## src/rtl/nasti_lite_arb_pkg.sv

```systemverilog
// ============================================================================
//  Module      : nasti_lite_arb_pkg
//  Description : Shared types and round-robin pick function for the
//                NASTI-Lite arbiter.
//  Revision    : 1.0 - initial release
// ============================================================================
`default_nettype none

package nasti_lite_arb_pkg;

    // The pick function works on a fixed-width request vector; N_MASTER <= 32.
    localparam int MAX_MASTER = 32;
    localparam int MAX_IDX_W  = 5;

    localparam logic [1:0] ARB_IDLE = 2'd0;
    localparam logic [1:0] ARB_REQ  = 2'd1;
    localparam logic [1:0] ARB_RESP = 2'd2;

    typedef enum logic [1:0] {
        W_IDLE = 2'd0,
        W_REQ  = 2'd1,
        W_RESP = 2'd2
    } wstate_t;

    typedef enum logic [1:0] {
        R_IDLE = 2'd0,
        R_ADDR = 2'd1,
        R_DATA = 2'd2
    } rstate_t;

    // First requester at or after ptr. Unused upper request bits are zero,
    // so wrapping modulo 32 gives the same answer as wrapping modulo N.
    function automatic logic [MAX_IDX_W-1:0] rr_pick(
        input logic [MAX_MASTER-1:0] req,
        input logic [MAX_IDX_W-1:0]  ptr
    );
        logic [MAX_IDX_W-1:0] idx;
        logic [MAX_IDX_W-1:0] pick;
        logic                 found;
        pick  = '0;
        found = 1'b0;
        for (int k = 0; k < MAX_MASTER; k++) begin
            idx = ptr + MAX_IDX_W'(k);
            if (!found && req[idx]) begin
                pick  = idx;
                found = 1'b1;
            end
        end
        return pick;
    endfunction

endpackage

`default_nettype wire

```

## src/rtl/nasti_lite_rr_arb.sv

```systemverilog
// ============================================================================
//  Module      : nasti_lite_rr_arb
//  Description : Round-robin grant holder with IDLE/REQ/RESP sequencing for
//                one NASTI-Lite path (one or more request channels).
//  Revision    : 1.0 - initial release
// ============================================================================
`default_nettype none

module nasti_lite_rr_arb
    import nasti_lite_arb_pkg::*;
#(
    parameter int N_MASTER = 2,
    parameter int N_CHAN   = 1,
    parameter int IDX_W    = $clog2(N_MASTER)
) (
    input  logic                clk,
    input  logic                rst,
    input  logic [N_MASTER-1:0] req,
    input  logic [N_CHAN-1:0]   chan_hs,
    input  logic                resp_hs,
    output logic [1:0]          state,
    output logic [IDX_W-1:0]    gnt,
    output logic [N_CHAN-1:0]   chan_open
);

    logic [1:0]            r_state;
    logic [IDX_W-1:0]      r_gnt;
    logic [IDX_W-1:0]      r_ptr;
    logic [N_CHAN-1:0]     r_done;

    logic [1:0]            w_state_nxt;
    logic [IDX_W-1:0]      w_gnt_nxt;
    logic [IDX_W-1:0]      w_ptr_nxt;
    logic [N_CHAN-1:0]     w_done_nxt;
    logic [N_CHAN-1:0]     w_chan_fin;
    logic [MAX_MASTER-1:0] w_req_pad;
    logic [MAX_IDX_W-1:0]  w_ptr_pad;
    logic [MAX_IDX_W-1:0]  w_pick;
    logic [IDX_W-1:0]      w_pick_gnt;

    always_comb begin
        w_req_pad               = '0;
        w_req_pad[N_MASTER-1:0] = req;
    end

    assign w_ptr_pad  = MAX_IDX_W'(r_ptr);
    assign w_pick     = rr_pick(w_req_pad, w_ptr_pad);
    assign w_pick_gnt = IDX_W'(w_pick);
    assign w_chan_fin = r_done | chan_hs;

    always_ff @(posedge clk or posedge rst) begin
        if (rst) begin
            r_state <= ARB_IDLE;
            r_gnt   <= '0;
            r_ptr   <= '0;
            r_done  <= '0;
        end else begin
            r_state <= w_state_nxt;
            r_gnt   <= w_gnt_nxt;
            r_ptr   <= w_ptr_nxt;
            r_done  <= w_done_nxt;
        end
    end

    always_comb begin
        w_state_nxt = r_state;
        w_gnt_nxt   = r_gnt;
        w_ptr_nxt   = r_ptr;
        w_done_nxt  = r_done;
        case (r_state)
            ARB_IDLE: begin
                if (|req) begin
                    w_state_nxt = ARB_REQ;
                    w_gnt_nxt   = w_pick_gnt;
                end
            end
            ARB_REQ: begin
                // Channels may complete in any order; leave once all have.
                if (&w_chan_fin) begin
                    w_state_nxt = ARB_RESP;
                    w_done_nxt  = '0;
                end else begin
                    w_done_nxt  = w_chan_fin;
                end
            end
            ARB_RESP: begin
                if (resp_hs) begin
                    w_state_nxt = ARB_IDLE;
                    w_ptr_nxt   = (r_gnt == IDX_W'(N_MASTER - 1)) ? '0 : r_gnt + 1'b1;
                end
            end
            default: w_state_nxt = ARB_IDLE;
        endcase
    end

    always_comb begin
        state     = r_state;
        gnt       = r_gnt;
        chan_open = (r_state == ARB_REQ) ? ~r_done : '0;
    end

endmodule

`default_nettype wire

```

## src/rtl/nasti_lite_arbiter.sv

```systemverilog
// ============================================================================
//  Module      : nasti_lite_arbiter
//  Description : Round-robin sharing of one NASTI-Lite slave port between
//                N_MASTER lite masters; independent write and read paths.
//  Revision    : 1.0 - initial release
// ============================================================================
`default_nettype none

module nasti_lite_arbiter
    import nasti_lite_arb_pkg::*;
#(
    parameter int N_MASTER   = 2,
    parameter int ID_WIDTH   = 1,
    parameter int ADDR_WIDTH = 8,
    parameter int DATA_WIDTH = 32,
    parameter int USER_WIDTH = 1
) (
    input  logic                             clk,
    input  logic                             rst,

    input  logic [N_MASTER*ID_WIDTH-1:0]     s_aw_id,
    input  logic [N_MASTER*ADDR_WIDTH-1:0]   s_aw_addr,
    input  logic [N_MASTER*3-1:0]            s_aw_prot,
    input  logic [N_MASTER*USER_WIDTH-1:0]   s_aw_user,
    input  logic [N_MASTER-1:0]              s_aw_valid,
    output logic [N_MASTER-1:0]              s_aw_ready,

    input  logic [N_MASTER*DATA_WIDTH-1:0]   s_w_data,
    input  logic [N_MASTER*DATA_WIDTH/8-1:0] s_w_strb,
    input  logic [N_MASTER*USER_WIDTH-1:0]   s_w_user,
    input  logic [N_MASTER-1:0]              s_w_valid,
    output logic [N_MASTER-1:0]              s_w_ready,

    output logic [N_MASTER*ID_WIDTH-1:0]     s_b_id,
    output logic [N_MASTER*2-1:0]            s_b_resp,
    output logic [N_MASTER*USER_WIDTH-1:0]   s_b_user,
    output logic [N_MASTER-1:0]              s_b_valid,
    input  logic [N_MASTER-1:0]              s_b_ready,

    input  logic [N_MASTER*ID_WIDTH-1:0]     s_ar_id,
    input  logic [N_MASTER*ADDR_WIDTH-1:0]   s_ar_addr,
    input  logic [N_MASTER*3-1:0]            s_ar_prot,
    input  logic [N_MASTER*USER_WIDTH-1:0]   s_ar_user,
    input  logic [N_MASTER-1:0]              s_ar_valid,
    output logic [N_MASTER-1:0]              s_ar_ready,

    output logic [N_MASTER*ID_WIDTH-1:0]     s_r_id,
    output logic [N_MASTER*DATA_WIDTH-1:0]   s_r_data,
    output logic [N_MASTER*2-1:0]            s_r_resp,
    output logic [N_MASTER*USER_WIDTH-1:0]   s_r_user,
    output logic [N_MASTER-1:0]              s_r_valid,
    input  logic [N_MASTER-1:0]              s_r_ready,

    output logic [ID_WIDTH-1:0]              m_aw_id,
    output logic [ADDR_WIDTH-1:0]            m_aw_addr,
    output logic [2:0]                       m_aw_prot,
    output logic [USER_WIDTH-1:0]            m_aw_user,
    output logic                             m_aw_valid,
    input  logic                             m_aw_ready,

    output logic [DATA_WIDTH-1:0]            m_w_data,
    output logic [DATA_WIDTH/8-1:0]          m_w_strb,
    output logic [USER_WIDTH-1:0]            m_w_user,
    output logic                             m_w_valid,
    input  logic                             m_w_ready,

    input  logic [ID_WIDTH-1:0]              m_b_id,
    input  logic [1:0]                       m_b_resp,
    input  logic [USER_WIDTH-1:0]            m_b_user,
    input  logic                             m_b_valid,
    output logic                             m_b_ready,

    output logic [ID_WIDTH-1:0]              m_ar_id,
    output logic [ADDR_WIDTH-1:0]            m_ar_addr,
    output logic [2:0]                       m_ar_prot,
    output logic [USER_WIDTH-1:0]            m_ar_user,
    output logic                             m_ar_valid,
    input  logic                             m_ar_ready,

    input  logic [ID_WIDTH-1:0]              m_r_id,
    input  logic [DATA_WIDTH-1:0]            m_r_data,
    input  logic [1:0]                       m_r_resp,
    input  logic [USER_WIDTH-1:0]            m_r_user,
    input  logic                             m_r_valid,
    output logic                             m_r_ready
);

    localparam int IDX_W = $clog2(N_MASTER);
    localparam int STRB_W = DATA_WIDTH / 8;

    logic [1:0]       w_wr_state;
    logic [1:0]       w_rd_state;
    logic [IDX_W-1:0] w_wgnt;
    logic [IDX_W-1:0] w_rgnt;
    logic [1:0]       w_wr_open;
    logic [0:0]       w_rd_open;
    logic [1:0]       w_wr_hs;
    logic [0:0]       w_rd_hs;
    logic             w_b_hs;
    logic             w_r_hs;
    wstate_t          w_wstate;
    rstate_t          w_rstate;
    logic             w_wr_resp_ph;
    logic             w_rd_resp_ph;

    assign w_wstate     = wstate_t'(w_wr_state);
    assign w_rstate     = rstate_t'(w_rd_state);
    assign w_wr_resp_ph = (w_wstate == W_RESP);
    assign w_rd_resp_ph = (w_rstate == R_DATA);

    assign w_wr_hs = {m_w_valid & m_w_ready, m_aw_valid & m_aw_ready};
    assign w_rd_hs = m_ar_valid & m_ar_ready;
    assign w_b_hs  = m_b_valid & m_b_ready;
    assign w_r_hs  = m_r_valid & m_r_ready;

    // Write path: AW and W are the two request channels.
    nasti_lite_rr_arb #(
        .N_MASTER (N_MASTER),
        .N_CHAN   (2),
        .IDX_W    (IDX_W)
    ) u_wr_arb (
        .clk       (clk),
        .rst       (rst),
        .req       (s_aw_valid),
        .chan_hs   (w_wr_hs),
        .resp_hs   (w_b_hs),
        .state     (w_wr_state),
        .gnt       (w_wgnt),
        .chan_open (w_wr_open)
    );

    nasti_lite_rr_arb #(
        .N_MASTER (N_MASTER),
        .N_CHAN   (1),
        .IDX_W    (IDX_W)
    ) u_rd_arb (
        .clk       (clk),
        .rst       (rst),
        .req       (s_ar_valid),
        .chan_hs   (w_rd_hs),
        .resp_hs   (w_r_hs),
        .state     (w_rd_state),
        .gnt       (w_rgnt),
        .chan_open (w_rd_open)
    );

    always_comb begin
        m_aw_id    = '0;
        m_aw_addr  = '0;
        m_aw_prot  = '0;
        m_aw_user  = '0;
        m_aw_valid = 1'b0;
        m_w_data   = '0;
        m_w_strb   = '0;
        m_w_user   = '0;
        m_w_valid  = 1'b0;
        m_b_ready  = 1'b0;
        if (w_wstate == W_REQ) begin
            m_aw_id    = s_aw_id[int'(w_wgnt)*ID_WIDTH +: ID_WIDTH];
            m_aw_addr  = s_aw_addr[int'(w_wgnt)*ADDR_WIDTH +: ADDR_WIDTH];
            m_aw_prot  = s_aw_prot[int'(w_wgnt)*3 +: 3];
            m_aw_user  = s_aw_user[int'(w_wgnt)*USER_WIDTH +: USER_WIDTH];
            m_aw_valid = w_wr_open[0] & s_aw_valid[w_wgnt];
            m_w_data   = s_w_data[int'(w_wgnt)*DATA_WIDTH +: DATA_WIDTH];
            m_w_strb   = s_w_strb[int'(w_wgnt)*STRB_W +: STRB_W];
            m_w_user   = s_w_user[int'(w_wgnt)*USER_WIDTH +: USER_WIDTH];
            m_w_valid  = w_wr_open[1] & s_w_valid[w_wgnt];
        end
        if (w_wr_resp_ph) begin
            m_b_ready  = s_b_ready[w_wgnt];
        end
    end

    always_comb begin
        m_ar_id    = '0;
        m_ar_addr  = '0;
        m_ar_prot  = '0;
        m_ar_user  = '0;
        m_ar_valid = 1'b0;
        m_r_ready  = 1'b0;
        if (w_rstate == R_ADDR) begin
            m_ar_id    = s_ar_id[int'(w_rgnt)*ID_WIDTH +: ID_WIDTH];
            m_ar_addr  = s_ar_addr[int'(w_rgnt)*ADDR_WIDTH +: ADDR_WIDTH];
            m_ar_prot  = s_ar_prot[int'(w_rgnt)*3 +: 3];
            m_ar_user  = s_ar_user[int'(w_rgnt)*USER_WIDTH +: USER_WIDTH];
            m_ar_valid = w_rd_open[0] & s_ar_valid[w_rgnt];
        end
        if (w_rd_resp_ph) begin
            m_r_ready  = s_r_ready[w_rgnt];
        end
    end

    // Response and ready demux: only the granted slice sees anything.
    for (genvar i = 0; i < N_MASTER; i++) begin : g_master
        logic w_wr_sel;
        logic w_rd_sel;
        logic w_b_sel;
        logic w_r_sel;

        assign w_wr_sel = (w_wgnt == IDX_W'(i));
        assign w_rd_sel = (w_rgnt == IDX_W'(i));
        assign w_b_sel  = w_wr_sel & w_wr_resp_ph;
        assign w_r_sel  = w_rd_sel & w_rd_resp_ph;

        assign s_aw_ready[i] = w_wr_sel & w_wr_open[0] & m_aw_ready;
        assign s_w_ready[i]  = w_wr_sel & w_wr_open[1] & m_w_ready;
        assign s_ar_ready[i] = w_rd_sel & w_rd_open[0] & m_ar_ready;

        assign s_b_valid[i]                              = w_b_sel & m_b_valid;
        assign s_b_id[i*ID_WIDTH +: ID_WIDTH]            = w_b_sel ? m_b_id   : '0;
        assign s_b_resp[i*2 +: 2]                        = w_b_sel ? m_b_resp : '0;
        assign s_b_user[i*USER_WIDTH +: USER_WIDTH]      = w_b_sel ? m_b_user : '0;

        assign s_r_valid[i]                              = w_r_sel & m_r_valid;
        assign s_r_id[i*ID_WIDTH +: ID_WIDTH]            = w_r_sel ? m_r_id   : '0;
        assign s_r_data[i*DATA_WIDTH +: DATA_WIDTH]      = w_r_sel ? m_r_data : '0;
        assign s_r_resp[i*2 +: 2]                        = w_r_sel ? m_r_resp : '0;
        assign s_r_user[i*USER_WIDTH +: USER_WIDTH]      = w_r_sel ? m_r_user : '0;
    end

endmodule

`default_nettype wire
```

## config.mk

```make
export PLATFORM = sky130hd
export DESIGN_NAME = nasti_lite_arbiter
export DESIGN_NICKNAME = d
export VERILOG_FILES = /design/src/rtl/nasti_lite_arb_pkg.sv /design/src/rtl/nasti_lite_rr_arb.sv /design/src/rtl/nasti_lite_arbiter.sv
export SDC_FILE = /design/constraint.sdc
export NUM_CORES = 1
export LEC_CHECK = 0
export CAP_MARGIN = 20
export CORE_AREA = 2 2 131 133
export DETAILED_ROUTE_END_ITERATION = 10
export DIE_AREA = 0 0 133 135
export GPL_TIMING_DRIVEN = 0
export PLACE_DENSITY_LB_ADDON = 0.1
export SLEW_MARGIN = 20
export SYNTH_ARGS = -nofsm -noshare
export SYNTH_HDL_FRONTEND = slang
export SYNTH_SLANG_ARGS = --single-unit
```

## constraint.sdc

```tcl
create_clock -name clk -period 1.75 [get_ports clk]
set_input_delay 0.35 -clock clk [delete_from_list [all_inputs] [get_ports clk]]
set_output_delay 0.35 -clock clk [all_outputs]
set_load 0.01 [all_outputs]
```

==> impl_metrics.xml <==
<?xml version="1.0" encoding="UTF-8"?>
<metrics>
  <group name="timing">
    <metric name="max-slew-margin-rel" unit="%">73.3</metric>
    <metric name="timing.fmax" unit="MHz">515</metric>
    <metric name="tightestPinTransition" unit="ns">0.400</metric>
    <metric name="setup-tns-final" unit="ns">-12.69</metric>
    <metric name="hold_viol_final" unit="">0</metric>
    <metric name="slew_violations" unit="">0</metric>
    <metric name="final-setup-viol-count" unit="">123</metric>
    <metric name="fin_ws" unit="ns">-0.193</metric>
    <metric name="rsz0062_at_grt" unit="">yes</metric>
    <metric name="timing.clock.skew" unit="ns">0.000278</metric>
    <metric name="post-route-period-util" unit="%">111</metric>
    <metric name="min_period" unit="ns">1.94</metric>
  </group>
  <group name="floorplan">
    <metric name="die_w" unit="µm">133</metric>
    <metric name="floorplan.die.height" unit="µm">135</metric>
    <metric name="area_inside_the_core_boundary" unit="mm²">0.0164</metric>
    <metric name="start_util" unit="%">13.4</metric>
    <metric name="floorplan.die_area" unit="mm²">0.0180</metric>
    <metric name="rows" unit="">47</metric>
    <metric name="num_io_pins" unit="">341</metric>
  </group>
  <group name="finish">
    <metric name="layout-drive-gt1-share" unit="%">48.8</metric>
    <metric name="final.fill_count" unit="">1630</metric>
    <metric name="seqCellArea" unit="µm²">255</metric>
    <metric name="final_cell_area" unit="mm²">0.00688</metric>
    <metric name="area_used_by_multi_input_combinational_logic" unit="mm²">0.00209</metric>
    <metric name="post_layout_net_count" unit="">887</metric>
    <metric name="areaGrowthSynthToFinish" unit="%">214</metric>
    <metric name="layout.cells.non_filler" unit="">923</metric>
    <metric name="num_antenna_cells" unit="">0</metric>
  </group>
  <group name="yosys">
    <metric name="cell_count_after_synthesis" unit="">301</metric>
    <metric name="synth_enable_flop_cells" unit="">0</metric>
    <metric name="synth.distinct_cells" unit="">28</metric>
    <metric name="async_reset_ff_share" unit="%">100</metric>
    <metric name="postSynthNetCount" unit="">484</metric>
    <metric name="yosysWarningCount" unit="">0</metric>
    <metric name="synth_ff_type" unit="">dfrtp_1</metric>
    <metric name="seq_area_frac_synth" unit="%">11.4</metric>
    <metric name="mappedNetlistArea" unit="mm²">0.00219</metric>
    <metric name="synth.ff_latch_count" unit="">10</metric>
    <metric name="syn-mean-instance-area" unit="µm²">7.28</metric>
  </group>
  <group name="power_and_ir_drop">
    <metric name="cellPowerDensity" unit="mW/mm²">1160</metric>
    <metric name="leakage" unit="µW">0.00335</metric>
    <metric name="max-vdd-ir-drop" unit="mV">0.579</metric>
  </group>
  <group name="global_routing">
    <metric name="met1_usage" unit="%">13.8</metric>
    <metric name="pin_count_of_the_biggest_net_entering_global_routing" unit="">11</metric>
    <metric name="met2_use_gr" unit="%">29.9</metric>
    <metric name="initial_antenna_violation_count" unit="">0</metric>
    <metric name="grt_pass1_wl" unit="µm">20700</metric>
    <metric name="gr-total-overflow" unit="">0</metric>
    <metric name="globalRoute.busiestLayer" unit="">met2</metric>
    <metric name="gr-usage-met3" unit="%">5.59</metric>
    <metric name="via_count_of_the_first_global_routing_pass" unit="">3757</metric>
    <metric name="track_usage" unit="%">14.4</metric>
  </group>
  <group name="worst_setup_path">
    <metric name="crit_fanout" unit="">7</metric>
    <metric name="cp-start-kind" unit="">flop</metric>
    <metric name="required" unit="ns">1.40</metric>
    <metric name="timing.critical_path.arrival" unit="ns">1.59</metric>
    <metric name="timing.critical_path.to_type" unit="">output port</metric>
    <metric name="timing_worst_setup_path_type" unit="">flop to output port</metric>
    <metric name="worst-r2r-cell-count" unit="">7</metric>
    <metric name="flop2flop_setup_slack" unit="ns">0.11</metric>
  </group>
  <group name="status">
    <metric name="violations_in_the_final_reports" unit="">negative setup slack</metric>
    <metric name="run_status" unit="">finished, violations left</metric>
  </group>
  <group name="detailed_routing">
    <metric name="routed_wl" unit="µm">14600</metric>
    <metric name="vias" unit="">3716</metric>
    <metric name="postRouteAntennaNets" unit="">0</metric>
    <metric name="drtPass1Iterations" unit="">4</metric>
    <metric name="routedWlPerCell" unit="µm">15.9</metric>
    <metric name="post-route-drc-count" unit="">0</metric>
    <metric name="drt_first_iter_violations" unit="">35</metric>
    <metric name="vias_per_cell" unit="">4.03</metric>
  </group>
  <group name="clocking">
    <metric name="tritoncts" unit="">yes</metric>
    <metric name="clock-root-buffer" unit="">clkbuf_16</metric>
    <metric name="cts_hold_repair.buffers" unit="">0</metric>
    <metric name="clkTransAtPathRegs" unit="ns">0.04</metric>
    <metric name="max-clock-path-buffers" unit="">2</metric>
    <metric name="cts.sink_count" unit="">10</metric>
    <metric name="cts_made_buffers" unit="">3</metric>
    <metric name="worstSkewPairLatency" unit="ns">0.24</metric>
    <metric name="cts_max_level" unit="">1</metric>
  </group>
  <group name="place">
    <metric name="placement.setup.worst_slack" unit="ns">-0.579</metric>
    <metric name="routability_congestion_estimate" unit="">0.788</metric>
    <metric name="port-buffer-count" unit="">340</metric>
    <metric name="dp.cells" unit="">861</metric>
    <metric name="dp.final_hpwl" unit="µm">11400</metric>
    <metric name="detailed_place.area" unit="mm²">0.00587</metric>
  </group>
  <group name="worst_hold_path">
    <metric name="min_path_type" unit="">input port to asynchronous set/reset pin</metric>
  </group>
  <group name="flow_run">
    <metric name="max-cap-violations" unit="">0</metric>
  </group>
</metrics>
## power by group
part           total [µW]  internal [µW]  switching [µW]
Combinational        7020           4020            3000
Clock                 447            343             104
Sequential            477            349             128
## cell families (layout without fill, tap and decap cells)
| family | Yosys count | in the layout | share of synthesized area, % |
|---|---|---|---|
| mux | 68 | 68 | 31.6 |
| compound gates | 20 | 20 | 6.80 |
| simple gates | 176 | 176 | 43.1 |
| buf+inv | 27 | 429 | 7.02 |
| flops | 10 | 10 | 11.4 |
## per-stage QoR
stage / utilization (%) / power [µW] / hold WS (ns)
5_1_grt: 41.9 / 8520 / 0.468
4_1_cts: 36.5 / 6760 / 0.420
3_3_place_gp: 35.8 / 6030 / 0.525
6_report: 41.9 / 7950 / 0.403
3_5_place_dp: 35.8 / 6010 / 0.511
2_1_floorplan: - / 3100 / 0.190
## cell usage after synthesis (2+ instances only)
cell type,number,area share (%)
nor3b_1,4,1.4
nand2_1,4,0.69
buf_4,7,2.4
buf_2,9,2.1
nor4b_1,2,0.80
a21o_1,4,1.4
mux2_4,2,1.4
a21oi_1,5,1.1
nor2_1,67,11
mux2_2,2,1.0
buf_6,2,1.0
inv_1,2,0.34
mux2i_1,64,29
a31oi_1,4,1.1
clkbuf_1,7,1.2
nand3_1,2,0.46
nor3_1,4,0.91
dfrtp_1,10,11
and3b_1,2,0.80
and4b_1,2,0.91
and2_1,84,24
nand2b_1,3,0.86
a22o_1,4,1.6
## metal layers
layer,wire [µm],share of wire (%),vias to the layer above
met5,0,0,-
met2,8340,57,194
li1,-,-,1816
met3,1420,9.7,2
met4,9,0.062,0
met1,4860,33,1704
## critical path, cell delays in order (launching register included)
cell	delay, ns
dfrtp_1	0.39
buf_6	0.12
and3b_2	0.26
buf_8	0.17
clkbuf_16	0.15
and2_4	0.15
buf_6	0.11
## placed cells by master (no fill, tap or decap), types with 2 or more instances in the layout
cell and n:
a21o_1 4, a21oi_1 5, a22o_1 4, a31oi_1 4, and2_1 16, and2_4 68, and3b_2 2, and4b_1 2
buf_12 10, buf_2 83, buf_4 24, buf_6 104, buf_8 7, clkbuf_16 11, clkbuf_8 3, clkdlybuf4s50_1 180
dfrtp_1 6, dfrtp_2 4, dlygate4sd2_1 3, inv_1 2, mux2_2 2, mux2_4 2, mux2i_1 60, mux2i_2 4
nand2_1 4, nand2b_4 2, nand3_1 2, nor2_1 62, nor2_2 4, nor3_1 3, nor3b_2 2, nor3b_4 3
nor4b_4 2
## layout make-up
type | count | area share, %
sequential | 10 | 3.71
inverter | 2 | 0.109
clock buffer | 4 | 1.29
tap | 220 | 4.00
timing repair buffer | 403 | 56.1
buffer | 20 | 4.40
multi-input combinational | 264 | 30.4
## flip-flops by register name, summed over array words and instances, names as in the netlist
register         flops
u_wr_arb.state       2
u_wr_arb.r_done      2
u_rd_arb.r_ptr       1
u_wr_arb.r_ptr       1
u_rd_arb.gnt         1
u_wr_arb.gnt         1
u_rd_arb.state       2
## timing repair
| action | 4_1_cts | 5_1_grt |
|---|---|---|
| resized for setup | 740 | 191 |
| pin swaps | 22 | 46 |
| buffers inserted | 27 | 24 |
| endpoints found under the setup margin | 158 | 155 |
| cloned | 4 | 9 |
## worst paths after layout
check,from,end
max in group asynchronous,rst,u_rd_arb.state[0]$_DFFE_PP0P_
worst min-delay path,rst,u_wr_arb.gnt$_DFFE_PP0P_
worst max register to register,u_rd_arb.gnt$_DFFE_PP0P_,u_rd_arb.r_ptr$_DFFE_PP0P_
worst max-delay path,u_rd_arb.gnt$_DFFE_PP0P_,s_r_data[59]
worst min register to register,u_rd_arb.r_ptr$_DFFE_PP0P_,u_rd_arb.r_ptr$_DFFE_PP0P_
min in group clk,s_aw_valid[0],u_wr_arb.gnt$_DFFE_PP0P_
Note: power is estimated with default switching activity, not from simulation.
